==> config.mk <==
export PLATFORM = sky130hd
export DESIGN_NAME = alu_driver
export DESIGN_NICKNAME = d
export VERILOG_FILES = /design/src/rtl/alu_driver.sv
export SDC_FILE = /design/constraint.sdc
export NUM_CORES = 1
export LEC_CHECK = 0
export BUFFER_PORTS_ARGS = -buffer_cell sky130_fd_sc_hd__buf_2
export CAP_MARGIN = 15
export CORE_MARGIN = 10
export CORE_UTILIZATION = 29
export CTS_CLUSTER_SIZE = 24
export DETAILED_ROUTE_END_ITERATION = 8
export GPL_TIMING_DRIVEN = 0
export PLACE_DENSITY_LB_ADDON = 0.1
export SYNTH_ARGS = -nofsm -noshare
export SYNTH_HDL_FRONTEND = slang
export SYNTH_SLANG_ARGS = --single-unit
export TNS_END_PERCENT = 1
==> constraint.sdc <==
create_clock -name clk -period 3.26 [get_ports clk]
set_input_delay 0.163 -clock clk [delete_from_list [all_inputs] [get_ports clk]]
set_output_delay 0.163 -clock clk [all_outputs]
set_load 0.02 [all_outputs]
==> src/rtl/alu_driver.sv <==
// Command FIFO plus single-outstanding ALU sequencer: queues opcode/operand commands,
// issues them one at a time to an external ALU and returns result/status responses.
module alu_driver #(
   parameter int FIFO_DEPTH = 4,
   parameter int TIMEOUT    = 8
) (
   input  logic        clk,
   input  logic        rst,
   input  logic        cmd_valid,
   output logic        cmd_ready,
   input  logic [2:0]  cmd_opcode,
   input  logic [7:0]  cmd_a,
   input  logic [7:0]  cmd_b,
   output logic [2:0]  alu_opcode,
   output logic [7:0]  alu_a,
   output logic [7:0]  alu_b,
   input  logic [15:0] alu_result,
   input  logic        alu_valid,
   output logic        rsp_valid,
   input  logic        rsp_ready,
   output logic [15:0] rsp_result,
   output logic [1:0]  rsp_status
);

   localparam int PW = $clog2(FIFO_DEPTH);
   localparam int CW = PW + 1;
   localparam int TW = $clog2(TIMEOUT + 1);

   localparam logic [1:0] S_IDLE  = 2'd0;
   localparam logic [1:0] S_ISSUE = 2'd1;
   localparam logic [1:0] S_WAIT  = 2'd2;
   localparam logic [1:0] S_RESP  = 2'd3;

   localparam logic [1:0]    ST_OK      = 2'b00;
   localparam logic [1:0]    ST_INVALID = 2'b01;
   localparam logic [1:0]    ST_TIMEOUT = 2'b10;
   localparam logic [15:0]   DEAD       = 16'hDEAD;
   localparam logic [CW-1:0] FULL_COUNT = CW'(FIFO_DEPTH);
   localparam logic [TW-1:0] TMO_LAST   = TW'(TIMEOUT - 1);

   typedef struct packed {
      logic [2:0] op;
      logic [7:0] a;
      logic [7:0] b;
   } cmd_t;

   cmd_t          mem_q [FIFO_DEPTH];
   cmd_t          mem_d [FIFO_DEPTH];
   logic [PW-1:0] wr_ptr_q, wr_ptr_d, rd_ptr_q, rd_ptr_d;
   logic [CW-1:0] count_q, count_d;
   logic          cmd_ready_q, cmd_ready_d;
   logic [1:0]    state_q, state_d;
   logic [TW-1:0] tmo_q, tmo_d;
   logic [2:0]    alu_opcode_q, alu_opcode_d;
   logic [7:0]    alu_a_q, alu_a_d, alu_b_q, alu_b_d;
   logic          rsp_valid_q, rsp_valid_d;
   logic [15:0]   rsp_result_q, rsp_result_d;
   logic [1:0]    rsp_status_q, rsp_status_d;
   logic          enq_s, deq_s;
   cmd_t          head_s;

   // FIFO bookkeeping; cmd_ready is registered from the post-update count
   always_comb begin
      enq_s  = cmd_valid && cmd_ready_q;
      deq_s  = (state_q == S_IDLE) && (count_q != {CW{1'b0}});
      head_s = mem_q[rd_ptr_q];
      mem_d  = mem_q;
      if (enq_s) begin
         mem_d[wr_ptr_q] = '{op: cmd_opcode, a: cmd_a, b: cmd_b};
         wr_ptr_d        = wr_ptr_q + PW'(1);
      end else begin
         wr_ptr_d = wr_ptr_q;
      end
      if (deq_s) begin
         rd_ptr_d = rd_ptr_q + PW'(1);
      end else begin
         rd_ptr_d = rd_ptr_q;
      end
      case ({enq_s, deq_s})
         2'b10:   count_d = count_q + CW'(1);
         2'b01:   count_d = count_q - CW'(1);
         default: count_d = count_q;
      endcase
      cmd_ready_d = (count_d != FULL_COUNT);
   end

   // Sequencer: the dequeued entry is loaded straight into the ALU drive registers
   always_comb begin
      state_d      = state_q;
      tmo_d        = tmo_q;
      alu_opcode_d = alu_opcode_q;
      alu_a_d      = alu_a_q;
      alu_b_d      = alu_b_q;
      rsp_valid_d  = rsp_valid_q;
      rsp_result_d = rsp_result_q;
      rsp_status_d = rsp_status_q;
      case (state_q)
         S_IDLE: begin
            if (deq_s) begin
               alu_opcode_d = head_s.op;
               alu_a_d      = head_s.a;
               alu_b_d      = head_s.b;
               state_d      = S_ISSUE;
            end else begin
               state_d = S_IDLE;
            end
         end
         S_ISSUE: begin
            tmo_d   = {TW{1'b0}};
            state_d = S_WAIT;
         end
         S_WAIT: begin
            // a valid result wins even if its value happens to be DEAD
            if (alu_valid) begin
               rsp_result_d = alu_result;
               rsp_status_d = ST_OK;
               rsp_valid_d  = 1'b1;
               state_d      = S_RESP;
            end else if (alu_result == DEAD) begin
               rsp_result_d = DEAD;
               rsp_status_d = ST_INVALID;
               rsp_valid_d  = 1'b1;
               state_d      = S_RESP;
            end else if (tmo_q == TMO_LAST) begin
               rsp_result_d = 16'h0000;
               rsp_status_d = ST_TIMEOUT;
               rsp_valid_d  = 1'b1;
               state_d      = S_RESP;
            end else begin
               tmo_d = tmo_q + TW'(1);
            end
         end
         S_RESP: begin
            if (rsp_ready) begin
               rsp_valid_d = 1'b0;
               state_d     = S_IDLE;
            end else begin
               state_d = S_RESP;
            end
         end
         default: begin
            state_d = S_IDLE;
         end
      endcase
   end

   // All state; reset discards queued and in-flight commands immediately
   always_ff @(posedge clk or negedge rst) begin
      if (!rst) begin
         for (int i = 0; i < FIFO_DEPTH; i++) begin
            mem_q[i] <= {$bits(cmd_t){1'b0}};
         end
         wr_ptr_q     <= {PW{1'b0}};
         rd_ptr_q     <= {PW{1'b0}};
         count_q      <= {CW{1'b0}};
         cmd_ready_q  <= 1'b0;
         state_q      <= S_IDLE;
         tmo_q        <= {TW{1'b0}};
         alu_opcode_q <= 3'b000;
         alu_a_q      <= 8'h00;
         alu_b_q      <= 8'h00;
         rsp_valid_q  <= 1'b0;
         rsp_result_q <= 16'h0000;
         rsp_status_q <= 2'b00;
      end else begin
         mem_q        <= mem_d;
         wr_ptr_q     <= wr_ptr_d;
         rd_ptr_q     <= rd_ptr_d;
         count_q      <= count_d;
         cmd_ready_q  <= cmd_ready_d;
         state_q      <= state_d;
         tmo_q        <= tmo_d;
         alu_opcode_q <= alu_opcode_d;
         alu_a_q      <= alu_a_d;
         alu_b_q      <= alu_b_d;
         rsp_valid_q  <= rsp_valid_d;
         rsp_result_q <= rsp_result_d;
         rsp_status_q <= rsp_status_d;
      end
   end

   assign cmd_ready  = cmd_ready_q;
   assign alu_opcode = alu_opcode_q;
   assign alu_a      = alu_a_q;
   assign alu_b      = alu_b_q;
   assign rsp_valid  = rsp_valid_q;
   assign rsp_result = rsp_result_q;
   assign rsp_status = rsp_status_q;

endmodule
==> out/metrics.cfg <==
[power_and_ir_drop]
comb_power_share = 0.380
swShare = 0.322
power_w = 0.00773
p_per_area_mw_per_mm2 = 1080
clkPwrFrac = 0.255
power_frac_seq = 0.365
p_leak_nw = 3.16
p_int_w = 0.00525
p_switching_w = 0.00249
irDropWorstVdd_uv = 379

[cts]
htreeDepth = 4
cts-resized-gates = 0
cts.clk_slew.worst_paths_ns = 0.05
cts_buffer_depth = 2
clk-insertion-delay-late_ns = 0.41
cts_root_buffer = clkbuf_16
clock-sinks = 128
tritoncts = done
cts_made_buffers = 17

[placement]
gp_congestion = 0.719
io_buffers = 77
dp_hpwl_um = 9470
placed_area_mm2 = 0.00650
preCtsSetupSlack_ns = 0.512

[final_layout]
fin_area_mm2 = 0.00718
final_common_cell = dfrtp_1
fillers = 1875
fin_util = 0.369
mostFrequentLayoutCells = dfrtp_1 (128), mux2_2 (96), buf_2 (88), a22oi_1 (23), mux4_2 (19)
drive_gt1_frac = 0.511
antenna_cells = 0
nets = 532
ff_latch_area_mm2 = 0.00320
multiInputGateArea_mm2 = 0.00238
syn2layout_area_growth_pct = 24.9

[sta]
fin_crit_ns = 2.67
tightest_slew_ns = 0.747
finalClockSkew_ns = 0.00926
rsz0062_at_grt = no
slew_violations = 0
hold_violations = 0
slew_headroom = 0.502
setup_viol = 0
setup_tns_ns = 0
worst_slack_ns = 0.592
fin_crit_sh = 0.819
fmax_ghz = 0.375

[synth]
syn-num-nets = 428
synth_cell_types = 53
ys_seq_elements = 128
syn_inst = 381
avgSynthCellArea_um2 = 15.1
yosys_warnings = 0
syn_area_mm2 = 0.00575
synth_ff_type = dfrtp_1
synth_enable_flop_cells = 0
async_flop_share = 1.00
ys_seq_area_frac = 0.557

[worst_setup_path]
regToRegStartpoint = state_q[1]$_DFFE_PN0P_
critPathLaunch = state_q[1]$_DFFE_PN0P_
crit_buf_inv = 3
cp-end-kind = flip-flop
cp_slowest_cell = dfrtp_1
crit_type = flip-flop to flip-flop
cpLargestDelayFamily = adder cells
cp.arrival_ns = 2.96
crit_chain = buf_2 -> nor2_1 -> o31a_2 -> buf_4 -> ha_1 -> inv_1 -> fa_1 -> xor2_1 -> nor2_1 -> xor2_1 -> nand2_1
start_kind = flip-flop
worstPathMaxFanout = 10
crit_required_ns = 3.55
critical-path-max-stage-delay_ns = 0.37

[global_routing]
grt_start_max_net_pins = 95
grt_pass1_vias = 3923
grt.overflow.total = 0
track_usage = 0.111
antenna_found_initial = 0
grt_pass1_wl_um = 22500

[worst_hold_path]
worstHoldStart = alu_result[13]
hp-class = input port to flip-flop

[flow_run]
max-cap-violations = 0

[route]
first_iter_violations = 160
drc = 0
first_pass_iters = 5
routed_wl_um = 13900
vias = 3596
postRouteAntennaNets = 0
avgViaCountPerCell = 4.72
wl_per_cell_um = 18.3

[floorplanning]
die_height_um = 161
die_x_um = 161
start_util = 0.295
placementRows = 51
num_io_pins = 79
coreArea_mm2 = 0.0195
dieArea_mm2 = 0.0259

[status]
outcome = finished clean

## synthesized netlist by cell type (2+ instances only)
cell / instances / area (µm²)
a22o_1: 5 / 43.8
a22oi_1: 23 / 173
and2_1: 2 / 12.5
buf_2: 12 / 60.1
buf_4: 2 / 15.0
buf_6: 3 / 33.8
clkbuf_1: 5 / 18.8
dfrtp_1: 128 / 3200
ha_1: 6 / 75.1
inv_1: 5 / 18.8
mux2_2: 96 / 1080
mux4_2: 19 / 428
nand2_1: 9 / 33.8
nand3_2: 4 / 40.0
nand4_1: 2 / 12.5
nand4b_4: 2 / 47.6
nor2_1: 6 / 22.5
nor2b_1: 2 / 12.5
o21ai_0: 3 / 15.0
o21ai_1: 10 / 50.1
xnor2_1: 3 / 26.3
xor2_1: 3 / 26.3
## area by class of cell
| cell class | instances | share of cell area |
|---|---|---|
| flip-flops and latches | 128 | 0.446 |
| multi-input cells | 224 | 0.331 |
| clock buffers | 26 | 0.0709 |
| repair buffers | 85 | 0.0681 |
| well taps | 265 | 0.0462 |
| plain buffers | 24 | 0.0213 |
| clock inverters | 5 | 0.0139 |
| inverters | 5 | 0.00261 |
## timing repair
item / in CTS / in global routing
setup buffers: 0 / 0
endpoints found under the hold margin: 40 / 0
hold buffers: 7 / 0
## registers in the layout (all words and copies together), names as in the netlist
register / cells
rsp_valid: 1
alu_a: 8
tmo_q: 4
wr_ptr_q: 2
count_q: 3
rsp_status: 2
rsp_result: 16
alu_opcode: 3
state_q: 2
cmd_ready: 1
rd_ptr_q: 2
alu_b: 8
mem_q: 76
## power groups by stage
stage | clock, W | sequential, W | combinational, W
floorplan | 0 | 0.00302 | 0.00194
global placement | 0 | 0.00282 | 0.00295
detailed placement | 0 | 0.00286 | 0.00301
CTS | 0.00203 | 0.00283 | 0.00303
global route | 0.00210 | 0.00293 | 0.00324
finish | 0.00197 | 0.00282 | 0.00294
## stage by stage
| step | hold WS (ns) | instances |
|---|---|---|
| detailed placement | 0.107 | 724 |
| finish | 0.0136 | 762 |
| CTS | 0.00282 | 762 |
| floorplan | -0.133 | 381 |
| global route | 0.00364 | 762 |
| global placement | 0.415 | 723 |
## per-layer routing
| metal | global-route usage | up-vias | share of wire |
|---|---|---|---|
| met4 | 0.0397 | 0 | 0.014 |
| met3 | 0.0286 | 15 | 0.039 |
| met2 | 0.176 | 72 | 0.48 |
| li1 | - | 1643 | - |
| met1 | 0.144 | 1866 | 0.47 |
| met5 | 0 | - | 0 |
## logic make-up (layout without fill, tap and decap cells)
group           after synthesis  after routing  synth area share
compound gates               53             53            0.0666
mux                         116            116             0.264
flops                       128            128             0.557
xor+xnor                      6              6           0.00914
simple gates                 42             42            0.0568
fa+ha+maj                     7              7            0.0165
buf+inv                      29            145            0.0298
## worst paths after layout
| kind | to | slack, ns | cells after the start |
|---|---|---|---|
| max | cmd_ready$_DFF_PN0_ | 0.59 | 11 |
| max reg2reg | cmd_ready$_DFF_PN0_ | 0.59 | 11 |
| min reg2reg | rsp_status[1]$_DFFE_PN0P_ | 0.49 | 1 |
| min in group asynchronous | mem_q[20]$_DFFE_PN0P_ | 0.23 | 2 |
| min | rsp_result[13]$_DFFE_PN0P_ | 0.01 | 2 |
| max in group asynchronous | rsp_result[12]$_DFFE_PN0P_ | 2.22 | 3 |
Power figures use the tool's default switching activity.
